`config.mk`:
```
export PLATFORM = sky130hd
export DESIGN_NAME = bgpu_jtag_dmi_responder
export DESIGN_NICKNAME = d
export VERILOG_FILES = /design/src/rtl/bgpu_jtag_dmi_responder.sv
export SDC_FILE = /design/constraint.sdc
export NUM_CORES = 1
export LEC_CHECK = 0
export CORE_ASPECT_RATIO = 0.6
export CORE_MARGIN = 2
export CORE_UTILIZATION = 35
export DETAILED_ROUTE_END_ITERATION = 8
export PLACE_DENSITY = 0.58
export SLEW_MARGIN = 20
export SYNTH_ARGS = -nofsm -noshare
export SYNTH_HDL_FRONTEND = slang
export SYNTH_SLANG_ARGS = --single-unit
```
`constraint.sdc`:
```
create_clock -name clk_i -period 5.6 [get_ports clk_i]
set_input_delay 0.84 -clock clk_i [delete_from_list [all_inputs] [get_ports clk_i]]
set_output_delay 0.84 -clock clk_i [all_outputs]
set_load 0.01 [all_outputs]
```
`src/rtl/bgpu_jtag_dmi_responder.sv`:
```
// rtl/bgpu_jtag_dmi_responder.sv - oversampled JTAG TAP plus RISC-V DTM issuing valid/ready DMI transactions
// Optional response timeout in WAIT: define BGPU_JTAG_DMI_TIMEOUT_EN.
module bgpu_jtag_dmi_responder #(
  parameter logic [31:0] IdCode        = 32'h00000DB3,
  parameter int          IrLength      = 5,
  parameter int          DmiAddrWidth  = 7,
  parameter int          SyncStages    = 2,
  parameter int          TimeoutCycles = 1024
) (
  input  logic                    clk_i,
  input  logic                    rst_i,
  input  logic                    jtag_tck_i,
  input  logic                    jtag_tms_i,
  input  logic                    jtag_tdi_i,
  input  logic                    jtag_trst_ni,
  output logic                    jtag_tdo_o,
  output logic                    dmi_req_valid_o,
  input  logic                    dmi_req_ready_i,
  output logic [DmiAddrWidth-1:0] dmi_req_addr_o,
  output logic [1:0]              dmi_req_op_o,
  output logic [31:0]             dmi_req_data_o,
  input  logic                    dmi_resp_valid_i,
  output logic                    dmi_resp_ready_o,
  input  logic [31:0]             dmi_resp_data_i,
  input  logic [1:0]              dmi_resp_err_i
);
  localparam int DrWidth = DmiAddrWidth + 34;
  localparam logic [IrLength-1:0] IrIdcode = IrLength'(5'h01);
  localparam logic [IrLength-1:0] IrDtmcs  = IrLength'(5'h10);
  localparam logic [IrLength-1:0] IrDmi    = IrLength'(5'h11);

  typedef enum logic [3:0] {
    TapReset, TapIdle, TapSelDr, TapCapDr, TapShDr, TapEx1Dr, TapPauDr, TapEx2Dr,
    TapUpdDr, TapSelIr, TapCapIr, TapShIr, TapEx1Ir, TapPauIr, TapEx2Ir, TapUpdIr
  } tap_state_e;
  typedef enum logic [1:0] {DmiIdle, DmiReq, DmiWait} dmi_state_e;
  typedef enum logic [1:0] {SelBypass, SelIdcode, SelDtmcs, SelDmi} dr_sel_e;

  logic [SyncStages-1:0] tck_sync, tms_sync, tdi_sync, trst_sync;
  logic tck_q, tck_s, tms_s, tdi_s, trst_s, tck_rise, tck_fall;
  tap_state_e tap_q, tap_d;
  logic capture_ir, shift_ir, update_ir, capture_dr, shift_dr, update_dr;
  logic [IrLength-1:0] ir_q, ir_shift_q;
  dr_sel_e dr_sel;
  logic [DrWidth-1:0] dr_q;
  dmi_state_e dmi_q, dmi_d;
  logic drain_q, timeout;
  logic [1:0] sticky_q, status_view;
  logic [DmiAddrWidth-1:0] last_addr_q;
  logic [31:0] last_rdata_q, rdata_view;
  logic [1:0] dr_op;
  logic dmi_op_valid, resp_take, pending, req_accept, req_busy, dtmcs_update, hard_reset, err_clear;

  always_ff @(posedge clk_i) begin
    if (rst_i) begin
      tck_sync  <= '0;
      tms_sync  <= '0;
      tdi_sync  <= '0;
      trst_sync <= '0;
      tck_q     <= 1'b0;
    end else begin
      tck_sync  <= {tck_sync[SyncStages-2:0], jtag_tck_i};
      tms_sync  <= {tms_sync[SyncStages-2:0], jtag_tms_i};
      tdi_sync  <= {tdi_sync[SyncStages-2:0], jtag_tdi_i};
      trst_sync <= {trst_sync[SyncStages-2:0], jtag_trst_ni};
      tck_q     <= tck_s;
    end
  end

  assign tck_s    = tck_sync[SyncStages-1];
  assign tms_s    = tms_sync[SyncStages-1];
  assign tdi_s    = tdi_sync[SyncStages-1];
  assign trst_s   = trst_sync[SyncStages-1];
  assign tck_rise = tck_s & ~tck_q;
  assign tck_fall = ~tck_s & tck_q;

  always_ff @(posedge clk_i) begin
    if (rst_i) tap_q <= TapReset;
    else       tap_q <= tap_d;
  end

  always_comb begin
    tap_d = tap_q;
    if (!trst_s) begin
      tap_d = TapReset;
    end else if (tck_rise) begin
      case (tap_q)
        TapReset: tap_d = tms_s ? TapReset : TapIdle;
        TapIdle:  tap_d = tms_s ? TapSelDr : TapIdle;
        TapSelDr: tap_d = tms_s ? TapSelIr : TapCapDr;
        TapCapDr: tap_d = tms_s ? TapEx1Dr : TapShDr;
        TapShDr:  tap_d = tms_s ? TapEx1Dr : TapShDr;
        TapEx1Dr: tap_d = tms_s ? TapUpdDr : TapPauDr;
        TapPauDr: tap_d = tms_s ? TapEx2Dr : TapPauDr;
        TapEx2Dr: tap_d = tms_s ? TapUpdDr : TapShDr;
        TapUpdDr: tap_d = tms_s ? TapSelDr : TapIdle;
        TapSelIr: tap_d = tms_s ? TapReset : TapCapIr;
        TapCapIr: tap_d = tms_s ? TapEx1Ir : TapShIr;
        TapShIr:  tap_d = tms_s ? TapEx1Ir : TapShIr;
        TapEx1Ir: tap_d = tms_s ? TapUpdIr : TapPauIr;
        TapPauIr: tap_d = tms_s ? TapEx2Ir : TapPauIr;
        TapEx2Ir: tap_d = tms_s ? TapUpdIr : TapShIr;
        TapUpdIr: tap_d = tms_s ? TapSelDr : TapIdle;
      endcase
    end
  end

  // Capture/shift/update act on the rise that leaves the corresponding state.
  always_comb begin
    capture_ir = 1'b0;
    shift_ir   = 1'b0;
    update_ir  = 1'b0;
    capture_dr = 1'b0;
    shift_dr   = 1'b0;
    update_dr  = 1'b0;
    if (tck_rise && trst_s) begin
      capture_ir = (tap_q == TapCapIr);
      shift_ir   = (tap_q == TapShIr);
      update_ir  = (tap_q == TapUpdIr);
      capture_dr = (tap_q == TapCapDr);
      shift_dr   = (tap_q == TapShDr);
      update_dr  = (tap_q == TapUpdDr);
    end
  end

  always_ff @(posedge clk_i) begin
    if (rst_i) begin
      ir_q       <= IrIdcode;
      ir_shift_q <= '0;
    end else begin
      if (tap_q == TapReset) ir_q <= IrIdcode;
      else if (update_ir)    ir_q <= ir_shift_q;
      if (capture_ir)        ir_shift_q <= IrLength'(1);
      else if (shift_ir)     ir_shift_q <= {tdi_s, ir_shift_q[IrLength-1:1]};
    end
  end

  always_comb begin
    dr_sel = SelBypass;
    if (ir_q == IrIdcode)     dr_sel = SelIdcode;
    else if (ir_q == IrDtmcs) dr_sel = SelDtmcs;
    else if (ir_q == IrDmi)   dr_sel = SelDmi;
  end

  assign dr_op        = dr_q[1:0];
  assign dmi_op_valid = update_dr && (dr_sel == SelDmi) && (dr_op == 2'd1 || dr_op == 2'd2);
  assign resp_take    = (dmi_q == DmiWait) && dmi_resp_valid_i;
  assign pending      = (dmi_q != DmiIdle) && !resp_take;
  assign req_accept   = dmi_op_valid && (sticky_q == 2'd0) && !pending;
  assign req_busy     = dmi_op_valid && (sticky_q == 2'd0) && pending;
  assign dtmcs_update = update_dr && (dr_sel == SelDtmcs);
  assign hard_reset   = dtmcs_update && dr_q[17];
  assign err_clear    = dtmcs_update && (dr_q[16] || dr_q[17]);

  // A response landing in the capture cycle is folded into the captured view.
  assign rdata_view  = (resp_take && dmi_req_op_o == 2'd1) ? dmi_resp_data_i : last_rdata_q;
  assign status_view = (sticky_q != 2'd0) ? sticky_q :
                       (resp_take && dmi_resp_err_i != 2'd0) ? 2'd2 :
                       pending ? 2'd3 : 2'd0;

  always_ff @(posedge clk_i) begin
    if (rst_i) begin
      dr_q <= '0;
    end else if (capture_dr) begin
      case (dr_sel)
        SelIdcode: dr_q <= DrWidth'(IdCode);
        SelDtmcs:  dr_q <= DrWidth'({14'b0, 3'b0, 3'd1, sticky_q, 6'(DmiAddrWidth), 4'd1});
        SelDmi:    dr_q <= {last_addr_q, rdata_view, status_view};
        default:   dr_q <= '0;
      endcase
    end else if (shift_dr) begin
      case (dr_sel)
        SelDmi:    dr_q <= {tdi_s, dr_q[DrWidth-1:1]};
        SelBypass: dr_q <= {{(DrWidth-1){1'b0}}, tdi_s};
        default:   dr_q <= {{(DrWidth-32){1'b0}}, tdi_s, dr_q[31:1]};
      endcase
    end
  end

  always_ff @(posedge clk_i) begin
    if (rst_i)         jtag_tdo_o <= 1'b0;
    else if (tck_fall) jtag_tdo_o <= (tap_q == TapShIr) ? ir_shift_q[0] :
                                     (tap_q == TapShDr) ? dr_q[0] : 1'b0;
  end

  always_ff @(posedge clk_i) begin
    if (rst_i) dmi_q <= DmiIdle;
    else       dmi_q <= dmi_d;
  end

  always_comb begin
    dmi_d = dmi_q;
    case (dmi_q)
      DmiIdle: if (req_accept) dmi_d = DmiReq;
      DmiReq: begin
        if (hard_reset)                           dmi_d = DmiIdle;
        else if (dmi_req_ready_i && !drain_q)     dmi_d = DmiWait;
      end
      DmiWait: begin
        if (resp_take)                  dmi_d = req_accept ? DmiReq : DmiIdle;
        else if (hard_reset || timeout) dmi_d = DmiIdle;
      end
      default: dmi_d = DmiIdle;
    endcase
  end

  // While draining an orphaned response the next request is held back.
  always_comb begin
    dmi_req_valid_o  = (dmi_q == DmiReq) && !drain_q;
    dmi_resp_ready_o = (dmi_q == DmiWait) || drain_q;
  end

  always_ff @(posedge clk_i) begin
    if (rst_i) begin
      drain_q        <= 1'b0;
      sticky_q       <= 2'd0;
      last_addr_q    <= '0;
      last_rdata_q   <= '0;
      dmi_req_addr_o <= '0;
      dmi_req_data_o <= '0;
      dmi_req_op_o   <= 2'd0;
    end else begin
      if (dmi_q == DmiWait && !dmi_resp_valid_i && (hard_reset || timeout)) drain_q <= 1'b1;
      else if (drain_q && dmi_resp_valid_i)                                drain_q <= 1'b0;
      if (req_accept) begin
        dmi_req_addr_o <= dr_q[DrWidth-1:34];
        dmi_req_data_o <= dr_q[33:2];
        dmi_req_op_o   <= dr_op;
        last_addr_q    <= dr_q[DrWidth-1:34];
      end
      if (resp_take && dmi_req_op_o == 2'd1) last_rdata_q <= dmi_resp_data_i;
      if (tap_q == TapReset || err_clear) sticky_q <= 2'd0;
      if (req_busy) sticky_q <= 2'd3;
      if ((resp_take && dmi_resp_err_i != 2'd0) || timeout) sticky_q <= 2'd2;
    end
  end

`ifdef BGPU_JTAG_DMI_TIMEOUT_EN
  localparam int CntW = $clog2(TimeoutCycles + 1);
  logic [CntW-1:0] wait_cnt_q;

  always_ff @(posedge clk_i) begin
    if (rst_i || dmi_q != DmiWait) wait_cnt_q <= '0;
    else                           wait_cnt_q <= wait_cnt_q + CntW'(1);
  end

  assign timeout = (dmi_q == DmiWait) && !dmi_resp_valid_i && (wait_cnt_q == CntW'(TimeoutCycles - 1));
`else
  logic unused_timeout_cfg;
  assign unused_timeout_cfg = ^TimeoutCycles;
  assign timeout = 1'b0;
`endif

endmodule

```
==> impl_results.md <==
- Status: completed
- Area of the multi-input gates: 2930 um2
- Distinct cells, synth: 54
- Peak supply drop: 154 uV
- Port Buffers: 85
- Mapped cell area: 6070 um2
- DR iter-0 viols: 365
- Pre-Repair DR Iteration Count: 5
- Resize count post-CTS: 0
- GPL Wtd Cong: 0.850
- GRT overflow: 0
- Synth Instances: 693
- Post-synth top cells: 143 x dfxtp_1, 114 x nand2_1, 77 x nor2_1
- Critical Path AT: 4.04 ns
- RSZ-0062 raised after global routing: no
- Synth area leader: dfxtp_1
- Sequential cell area: 2860 um2
- First-pass GRT wire length: 26.6 mm
- CP Launch Point: ir_q[1]
- Non-Filler Instances: 1,002
- Sequential share of the synthesized area: 47.2%
- Fillcell total: 1,659
- Chip width: 174 um
- Slowest cell on crit path: nor4b_1
- Max Used Layer: met4
- WL/cell: 16.3 um
- Post-synth ARST share: 0%
- Sw frac: 23.6%
- Largest net degree at the start of global routing: 69
- # Post-CTS Setup Buffers: 0
- Top cell type's share of synthesized area: 47.2%
- Most common cell in the netlist: dfxtp_1
- Final core occ: 44.5%
- Tot Pwr: 2.14 mW
- Hold buffers post-CTS: 0
- Reg power frac: 47.9%
- Vias in the first global route: 5,060
- Period minus WS final: 3.72 ns
- Worst-Skew Late Latency: 0.41 ns
- Slew @ Worst Pin: 1.09 ns
- Area Growth Syn to Fin: 25.1%
- Setup Skew: 0.00613 ns
- Worst path bufs/invs: 1
- Wl on met1: 8.23 mm
- Final worst-path cycle share: 66.4%
- Final setup vio count: 0
- #FFs+latches synth: 143
- Detail Route Antenna Nets: 0
- Via-per-instance ratio: 5.17
- Initial core utilization: 35.6%
- Total Nets Final: 801
- Fmax: 0.269 GHz
- Slew HR: 26.4%
- CTS Sinks: 143
- Post-Synthesis Net Count: 739
- IO Pins: 86
- Fin. max-slew vios: 0
- Worst hold path startpoint: tck_sync[0]
- Syn. warnings: 0
- Critical Path, Cell by Cell: nor4b_1 -> ha_1 -> or3b_2 -> nor4_2 -> and2_1 -> buf_4 -> a21oi_1 -> a211oi_1
- Clock Power Share: 49.4%
- Worst-case clock buffer depth: 2
- Lkg Pwr: 2.57 nW
- Internal power: 1.63 mW
- Gate power share: 2.6%
- WL final: 16.3 mm
- CP max FO: 32
- Worst Path Required: 5.92 ns
- Clk slew on worst S/H paths: 0.06 ns
- Max_cap viols: 0
- Share of cells above drive strength 1: 8.72%
- H-tree level count: 4
- Num rows: 37
- Switching power: 504 uW
- Metal3 WL: 947 um
- Post-synth EDFFs: 0
- Die Area: 18,400 um2
- DPL Wire Length: 11.0 mm
- Setup CP Type: flip-flop to flip-flop
- Core box area: 17,000 um2
- Inserted Diodes: 0
- Clock root buffer: clkbuf_16
- GRT Util Overall: 18.1%
- CTS Buf Count: 17
- Initial antenna violation count: 0
- DRC viols: 0
- WL met2: 6.93 mm
- Capturing element type of the critical path: flip-flop
- Syn Area/Cell: 8.75 um2
- Crit path largest cell delay: 0.94 ns
- Cells after DPL: 970
- Hold Fails Final Rpt: 0
- Hold WC Path Type: flip-flop to flip-flop
- CTS tree: done
- Worst reg2reg path startpoint: ir_q[1]
- Die Ht: 106 um
- Top FF cell, synth: dfxtp_1
- PwrDens: 281 nW/um2
- CP top delay family: simple AND/OR/NAND/NOR gates
- TNS Setup: 0 ns
- CP Launch Type: flip-flop
- Dominant cells by area after synthesis: dfxtp_1 47%, nand2_1 7.1%, mux2i_1 6.1%
- Total number of vias: 5,182
-- metal layers --
layer | track usage (%) | vias up
li1 | - | 2544
met1 | 26.3 | 2469
met2 | 27.1 | 155
met3 | 3.58 | 14
met4 | 5.16 | 0
met5 | 0 | -
-- power groups by stage --
stage	Sequential, mW	Combinational (mW)	Clock [mW]
6_report	1.02	0.0565	1.06
5_1_grt	1.02	0.0610	1.12
4_1_cts	1.02	0.0575	1.08
3_5_place_dp	1.05	0.0571	0
3_3_place_gp	1.05	0.0568	0
2_1_floorplan	1.04	0.0214	0
-- path summary, 6_finish.rpt --
path / slack, ns / cells after the start / end
min: 0.44 / 1 / tck_sync[1]
max reg2reg: 1.88 / 8 / dmi_q[0]
max: 1.88 / 8 / dmi_q[0]
min reg2reg: 0.44 / 1 / tck_sync[1]
-- cells in the final DEF, fill, tap and decap left out, types with 3 or more instances in the layout --
cell type / instances
nor3_1: 28
mux2i_1: 37
a32o_1: 8
a21oi_1: 56
a221oi_1: 15
inv_6: 6
o21ai_0: 12
nand4_1: 4
a211oi_1: 5
mux2_2: 14
nand2b_1: 7
o21bai_1: 4
buf_4: 9
ha_1: 4
clkinvlp_4: 3
o211ai_1: 5
nand3_1: 15
o21a_1: 3
a2bb2oi_1: 7
or3b_2: 3
inv_1: 11
nand2_1: 114
nor2_1: 77
dfxtp_1: 143
nor2b_1: 28
clkdlybuf4s50_1: 84
o311a_1: 9
clkbuf_16: 17
-- sequential cells by signal (all words and copies together), names as in the netlist, 2 cells and up --
signal and cells:
tdi_sync 2, sticky_q 2, tap_q 4, dmi_req_op_o 2, trst_sync 2, dmi_q 2
tms_sync 2, dr_q 41, tck_sync 2, ir_shift_q 5, last_rdata_q 32, ir_q 5
dmi_req_data_o 32, last_addr_q 7
-- area by class of cell --
class,count,area share [%]
inverter,11,0.544
clock buffer,17,5.61
sequential,143,37.7
multi-input combinational,489,38.6
clock inverter,15,1.72
timing repair buffer,93,12.0
tap,234,3.86
-- worst reg2reg max path, cell delays in order, from the launching register on --
cell      delay [ns]
dfxtp_1         0.33
nor4b_1         0.94
ha_1            0.51
or3b_2          0.49
nor4_2          0.23
and2_1          0.39
buf_4           0.43
a21oi_1         0.08
a211oi_1        0.23
-- through the flow --
stage          hold slack (ns)  worst slack (ns)  area [um2]
3_3_place_gp             0.428              2.15        7030
2_1_floorplan            0.414              2.86        6070
3_5_place_dp             0.424              1.92        7030
4_1_cts                  0.439              1.90        7590
5_1_grt                  0.451              1.56        7590
6_report                 0.435              1.88        7590
-- kinds of logic (layout without fill, tap and decap cells) --
kind of cell	after synthesis	after routing	share of synthesized area [%]
simple gates	296	296	23.1
flops	143	143	47.2
compound gates	137	137	15.3
buf+inv	61	136	4.72
mux	51	51	8.70
fa+ha+maj	4	4	0.825
xor+xnor	1	1	0.144
Note: power is estimated with default switching activity, not from simulation.
